**config.mk**
```make
export PLATFORM = sky130hd
export DESIGN_NAME = router_src_arb
export DESIGN_NICKNAME = d
export VERILOG_FILES = /design/src/rtl/router_src_arb.sv
export SDC_FILE = /design/constraint.sdc
export NUM_CORES = 1
export LEC_CHECK = 0
export ABC_AREA = 1
export ABC_CLOCK_PERIOD_IN_PS = 3100
export CORE_UTILIZATION = 54
export CTS_BUF_LIST = sky130_fd_sc_hd__clkbuf_16
export CTS_CLUSTER_DIAMETER = 200
export DETAILED_ROUTE_END_ITERATION = 10
export PLACE_DENSITY = 0.88
export REMOVE_ABC_BUFFERS = 1
export SKIP_CTS_REPAIR_TIMING = 1
export SLEW_MARGIN = 40
export SYNTH_ARGS = -nofsm -noshare
export SYNTH_HDL_FRONTEND = slang
export SYNTH_SLANG_ARGS = --single-unit
```
**constraint.sdc**
```tcl
create_clock -name clock -period 3.1 [get_ports clock]
set_input_delay 0.62 -clock clock [delete_from_list [all_inputs] [get_ports clock]]
set_output_delay 0.62 -clock clock [all_outputs]
set_load 0.01 [all_outputs]
```
**src/rtl/router_src_arb.sv**
```systemverilog
// router_src_arb: round-robin arbiter for three byte-stream sources feeding a router port.
// Appends an XOR parity byte to each packet and discards packets addressed to port 3.
module router_src_arb #(
  parameter int GAP_CYCLES = 2
) (
  input  logic       clock,
  input  logic       resetn,
  input  logic       req_0,
  input  logic       req_1,
  input  logic       req_2,
  input  logic [7:0] data_0,
  input  logic [7:0] data_1,
  input  logic [7:0] data_2,
  input  logic       busy,
  output logic       ack_0,
  output logic       ack_1,
  output logic       ack_2,
  output logic [2:0] gnt,
  output logic       pkt_valid,
  output logic [7:0] data_in,
  output logic       done,
  output logic       drop
);

  localparam int GW = (GAP_CYCLES > 1) ? $clog2(GAP_CYCLES) : 1;
  localparam logic [GW-1:0] GLAST = GW'(GAP_CYCLES - 1);

  typedef enum logic [2:0] {
    IDLE, HDR, PAY, PAR, GAP, DISC
  } state_t;

  state_t        state, state_n;
  logic [2:0]    gnt_n;
  logic          pv_n;
  logic [7:0]    din_n;
  logic          done_n, drop_n;
  logic          pending, pend_n;
  logic [7:0]    parity, par_n;
  logic [5:0]    count, cnt_n;
  logic [1:0]    last, last_n;
  logic [GW-1:0] gcnt, gcnt_n;

  logic [2:0] req;
  logic [1:0] win;
  logic [7:0] data_g;
  logic [5:0] len;
  logic       bad;
  logic       load_ok;
  logic       ack;
  logic       load;

  assign req     = {req_2, req_1, req_0};
  assign len     = data_g[7:2];
  assign bad     = &data_g[1:0];
  assign load_ok = !pending || !busy;

  assign data_g = ({8{gnt[0]}} & data_0)
                | ({8{gnt[1]}} & data_1)
                | ({8{gnt[2]}} & data_2);

  assign ack_0 = resetn & ack & gnt[0];
  assign ack_1 = resetn & ack & gnt[1];
  assign ack_2 = resetn & ack & gnt[2];

  // search starts one past the most recently granted source
  always_comb begin
    win = 2'd0;
    unique case (last)
      2'd0:    win = req[1] ? 2'd1 : (req[2] ? 2'd2 : 2'd0);
      2'd1:    win = req[2] ? 2'd2 : (req[0] ? 2'd0 : 2'd1);
      default: win = req[0] ? 2'd0 : (req[1] ? 2'd1 : 2'd2);
    endcase
  end

  always_comb begin
    state_n = state;
    gnt_n   = gnt;
    pv_n    = pkt_valid;
    din_n   = data_in;
    done_n  = 1'b0;
    drop_n  = 1'b0;
    par_n   = parity;
    cnt_n   = count;
    last_n  = last;
    gcnt_n  = gcnt;
    ack     = 1'b0;
    load    = 1'b0;
    unique case (state)
      IDLE: begin
        if (|req) begin
          gnt_n   = 3'b001 << win;
          last_n  = win;
          state_n = HDR;
        end
      end
      HDR: begin
        if (bad) begin
          ack     = 1'b1;
          cnt_n   = len;
          state_n = DISC;
        end else if (load_ok) begin
          ack     = 1'b1;
          load    = 1'b1;
          din_n   = data_g;
          pv_n    = 1'b1;
          par_n   = data_g;
          cnt_n   = len;
          state_n = (len != 6'd0) ? PAY : PAR;
        end
      end
      PAY: begin
        if (load_ok) begin
          ack   = 1'b1;
          load  = 1'b1;
          din_n = data_g;
          par_n = parity ^ data_g;
          cnt_n = count - 6'd1;
          if (count == 6'd1) state_n = PAR;
        end
      end
      PAR: begin
        if (load_ok) begin
          load    = 1'b1;
          din_n   = parity;
          pv_n    = 1'b0;
          gcnt_n  = '0;
          state_n = GAP;
        end
      end
      GAP: begin
        // gap timing starts only once the router has taken the parity byte
        if (!pending) begin
          if (gcnt == GLAST) begin
            done_n  = 1'b1;
            gnt_n   = '0;
            state_n = IDLE;
          end else begin
            gcnt_n = gcnt + GW'(1);
          end
        end
      end
      DISC: begin
        if (count != 6'd0) begin
          ack   = 1'b1;
          cnt_n = count - 6'd1;
        end
        if (count <= 6'd1) begin
          drop_n  = 1'b1;
          gnt_n   = '0;
          state_n = IDLE;
        end
      end
      default: state_n = IDLE;
    endcase
    pend_n = load | (pending & busy);
  end

  always_ff @(posedge clock) begin
    if (!resetn) begin
      state     <= IDLE;
      gnt       <= '0;
      pkt_valid <= 1'b0;
      data_in   <= '0;
      done      <= 1'b0;
      drop      <= 1'b0;
      pending   <= 1'b0;
      parity    <= '0;
      count     <= '0;
      last      <= 2'd2;
      gcnt      <= '0;
    end else begin
      state     <= state_n;
      gnt       <= gnt_n;
      pkt_valid <= pv_n;
      data_in   <= din_n;
      done      <= done_n;
      drop      <= drop_n;
      pending   <= pend_n;
      parity    <= par_n;
      count     <= cnt_n;
      last      <= last_n;
      gcnt      <= gcnt_n;
    end
  end

endmodule

```
==> flow_summary_export.csv <==
group,metric,value,unit
routing,avgRoutedWirePerCell,12.7,µm
global_routing,grt_first_pass_wirelength,8.53,mm
timing,setup_viol,0,
flow_run,drv_cap,0,
clock_network,insertion_delay,280,ps
critical_path,start_kind,"input pin",
floorplanning,core,0.00369,mm²
logic_synthesis,synth_ff_type,"dfxtp_1",
clock_network,cts_tree,"built",
timing,fin_crit_sh,0.952,
timing,final-hold-violation-count,0,
logic_synthesis,synthCells,306,
critical_path,crit_top_cell,"nand3_4",
layout,nets,384,
critical_path,path_max_fanout,7,
routing,drt_iter0_markers,73,
critical_path,worstPathArrival,2330,ps
clock_network,cts_made_buffers,5,
logic_synthesis,synth_seq_area_share,0.336,
timing,fmax,339,MHz
floorplanning,io_pins,47,
timing,rsz0062_at_grt,"no",
power_and_ir_drop,ir_worst_vdd,0.000454,V
routing,drcViolationCount,0,
power_and_ir_drop,p_sw,1170,µW
floorplanning,rows,22,
global_routing,grt_pass1_vias,2027,
critical_path,worst-endpoint-required,2480,ps
logic_synthesis,ys_ff_latch,35,
min_path,hp-class,"reg -> reg",
critical_path,path_class,"in -> out",
power_and_ir_drop,netSwitchingFraction,0.448,
routing,wl,5.07,mm
placed_design,place_ws,129,ps
clock_network,cts_sinks,35,
clock_network,htreeDepth,2,
timing,clock_skew,4.38,ps
timing,worst_pin_slew,485,ps
critical_path,crit_slowest_cell,"clkdlybuf4s50_1",
global_routing,track_usage,0.268,
routing,vias,2138,
floorplanning,dieHeight,64.2,µm
routing,drt_pre_antenna_iters,4,
placed_design,place_congestion,0.854,
layout,syn_to_final_growth,28.7,%
power_and_ir_drop,p_leak,0.00110,µW
routing,ant_nets,0,
global_routing,overflow,0,
global_routing,antenna_found_initial,0,
timing,tns,0,ps
floorplanning,start_util,0.565,
floorplanning,die_w,64.2,µm
timing,relSlewSlack,0.676,
logic_synthesis,ys_warn_count,0,
critical_path,path_cells,"clkdlybuf4s50_1 -> nand2_1 -> nand3_4 -> nand3_4 -> nand3_4 -> nand2_1 -> nor2_1 -> clkdlybuf4s50_1",
critical_path,endpoint_kind,"primary output",
power_and_ir_drop,p_int,1440,µW
power_and_ir_drop,fin_total_pwr,2610,µW
clock_network,cts_buffer_depth,2,
placed_design,io_buffers,46,
timing,slew_viol_final,0,
power_and_ir_drop,comb_power_share,0.527,
layout,antennaDiodeCount,0,
timing,finalCriticalPeriod,2950,ps
clock_network,path_clk_slew,50,ps
logic_synthesis,synth_area,0.00209,mm²
power_and_ir_drop,power.share.sequential,0.293,
logic_synthesis,synth_cell_type_count,34,
logic_synthesis,synth-edff-count,0,
logic_synthesis,async_flop_share,0,
power_and_ir_drop,clkPwrFrac,0.180,
clock_network,cts-root-buf,"clkbuf_16",
outcome,status,"finished, final reports clean",
global_routing,grt_max_degree,26,
floorplanning,die_area,0.00412,mm²
power_and_ir_drop,p_per_area,971,mW/mm²
layout,drive_above_1_share,0.116,
logic_synthesis,avgSynthCellArea,6.82,µm²
routing,via_per_inst,5.33,
timing,setup_ws,148,ps
placed_design,hpwl,3.80,mm
critical_path,cpPeakStageDelay,550,ps
==> critical path: cells and delay by family <==
family,cells,cell delay [ps]
buffers and inverters,2,1010
AND/OR/NAND/NOR,6,700
==> path summary, 6_finish.rpt <==
path | slack, ps | cells past startpoint | end | startpoint
max | 150 | 8 | ack_1 | data_0[1]
min reg2reg | 450 | 2 | pkt_valid | pkt_valid
min | 450 | 2 | pkt_valid | pkt_valid
max reg2reg | 1310 | 8 | state[0] | state[0]
==> cells by family after synthesis <==
kind of cell / synth area share
simple gates: 0.385
compound gates: 0.156
buf+inv: 0.0984
flops: 0.336
xor+xnor: 0.0126
fa+ha+maj: 0.0120
==> metal layers <==
metal | vias to the layer above | global-route usage | part of all wire
met5 | - | 0 | 0
met1 | 954 | 0.302 | 0.42
met3 | 11 | 0.0536 | 0.058
li1 | 1098 | - | -
met4 | 0 | 0.111 | 0.022
met2 | 75 | 0.487 | 0.50
==> sequential cells by signal (all words and copies together), names as in the netlist <==
register	count
count	6
data_in	8
done	1
drop	1
gcnt	1
gnt	3
last	2
parity	8
pending	1
pkt_valid	1
state	3
==> synthesized netlist by cell type (2+ instances only) <==
master | n | share of area
nor2_4 | 2 | 0.011
nand2_1 | 85 | 0.15
a21oi_1 | 14 | 0.034
nand3_1 | 15 | 0.036
nand3_2 | 3 | 0.014
dfxtp_1 | 35 | 0.34
xnor2_1 | 3 | 0.013
inv_1 | 24 | 0.043
nand2_2 | 7 | 0.021
nand3_4 | 5 | 0.042
o211ai_1 | 3 | 0.011
inv_2 | 8 | 0.014
nand4_1 | 4 | 0.012
buf_4 | 3 | 0.011
clkbuf_1 | 2 | 0.0036
nor3_1 | 10 | 0.024
a31oi_1 | 11 | 0.033
nor2_1 | 23 | 0.041
ha_1 | 2 | 0.012
nor2_2 | 4 | 0.012
o21ai_1 | 19 | 0.046
o21ai_0 | 12 | 0.029
==> stage by stage <==
stage / instances / instance area, µm² / hold WS (ps) / utilization
2_1_floorplan: 297 / 2010 / 443 / -
3_3_place_gp: 393 / 2550 / 441 / 0.690
3_5_place_dp: 393 / 2550 / 447 / 0.690
4_1_cts: 401 / 2680 / 455 / 0.728
5_1_grt: 401 / 2680 / 479 / 0.728
6_report: 401 / 2680 / 451 / 0.728
==> cells in the final DEF (no fill, tap or decap) <==
master / n
inv_4: 1
o21ai_0: 12
ha_1: 2
o21ai_2: 1
nor2_1: 23
nor3_1: 10
o211ai_1: 3
or2_2: 1
nand4_1: 4
a31oi_1: 11
nor3b_1: 1
o21ai_1: 19
clkbuf_16: 5
nand3_1: 15
nor2_2: 4
nand2_1: 85
clkinv_2: 1
inv_2: 8
dfxtp_1: 35
nand3b_1: 1
nand2_4: 1
nor4_1: 1
nand3_4: 5
nor2_4: 2
a21oi_1: 14
clkdlybuf4s50_1: 46
xnor2_1: 3
inv_1: 26
clkinv_1: 1
nand2_2: 7
buf_4: 2
nand3_2: 3
==> power by group through the flow <==
stage | Sequential (µW) | Combinational, µW | Clock, µW
3_5_place_dp | 769 | 1360 | 0
3_3_place_gp | 764 | 1320 | 0
4_1_cts | 762 | 1370 | 473
6_report | 762 | 1370 | 470
2_1_floorplan | 765 | 951 | 0
5_1_grt | 787 | 1520 | 499
==> area by class of cell <==
type,count,area [µm²]
clock buffer,5,125
multi-input combinational,228,1180
fill,296,1000
tap,48,60.1
timing repair buffer,48,475
inverter,34,130
clock inverter,3,12.5
sequential,35,701
No activity file was read; power rests on OpenSTA's default activity.
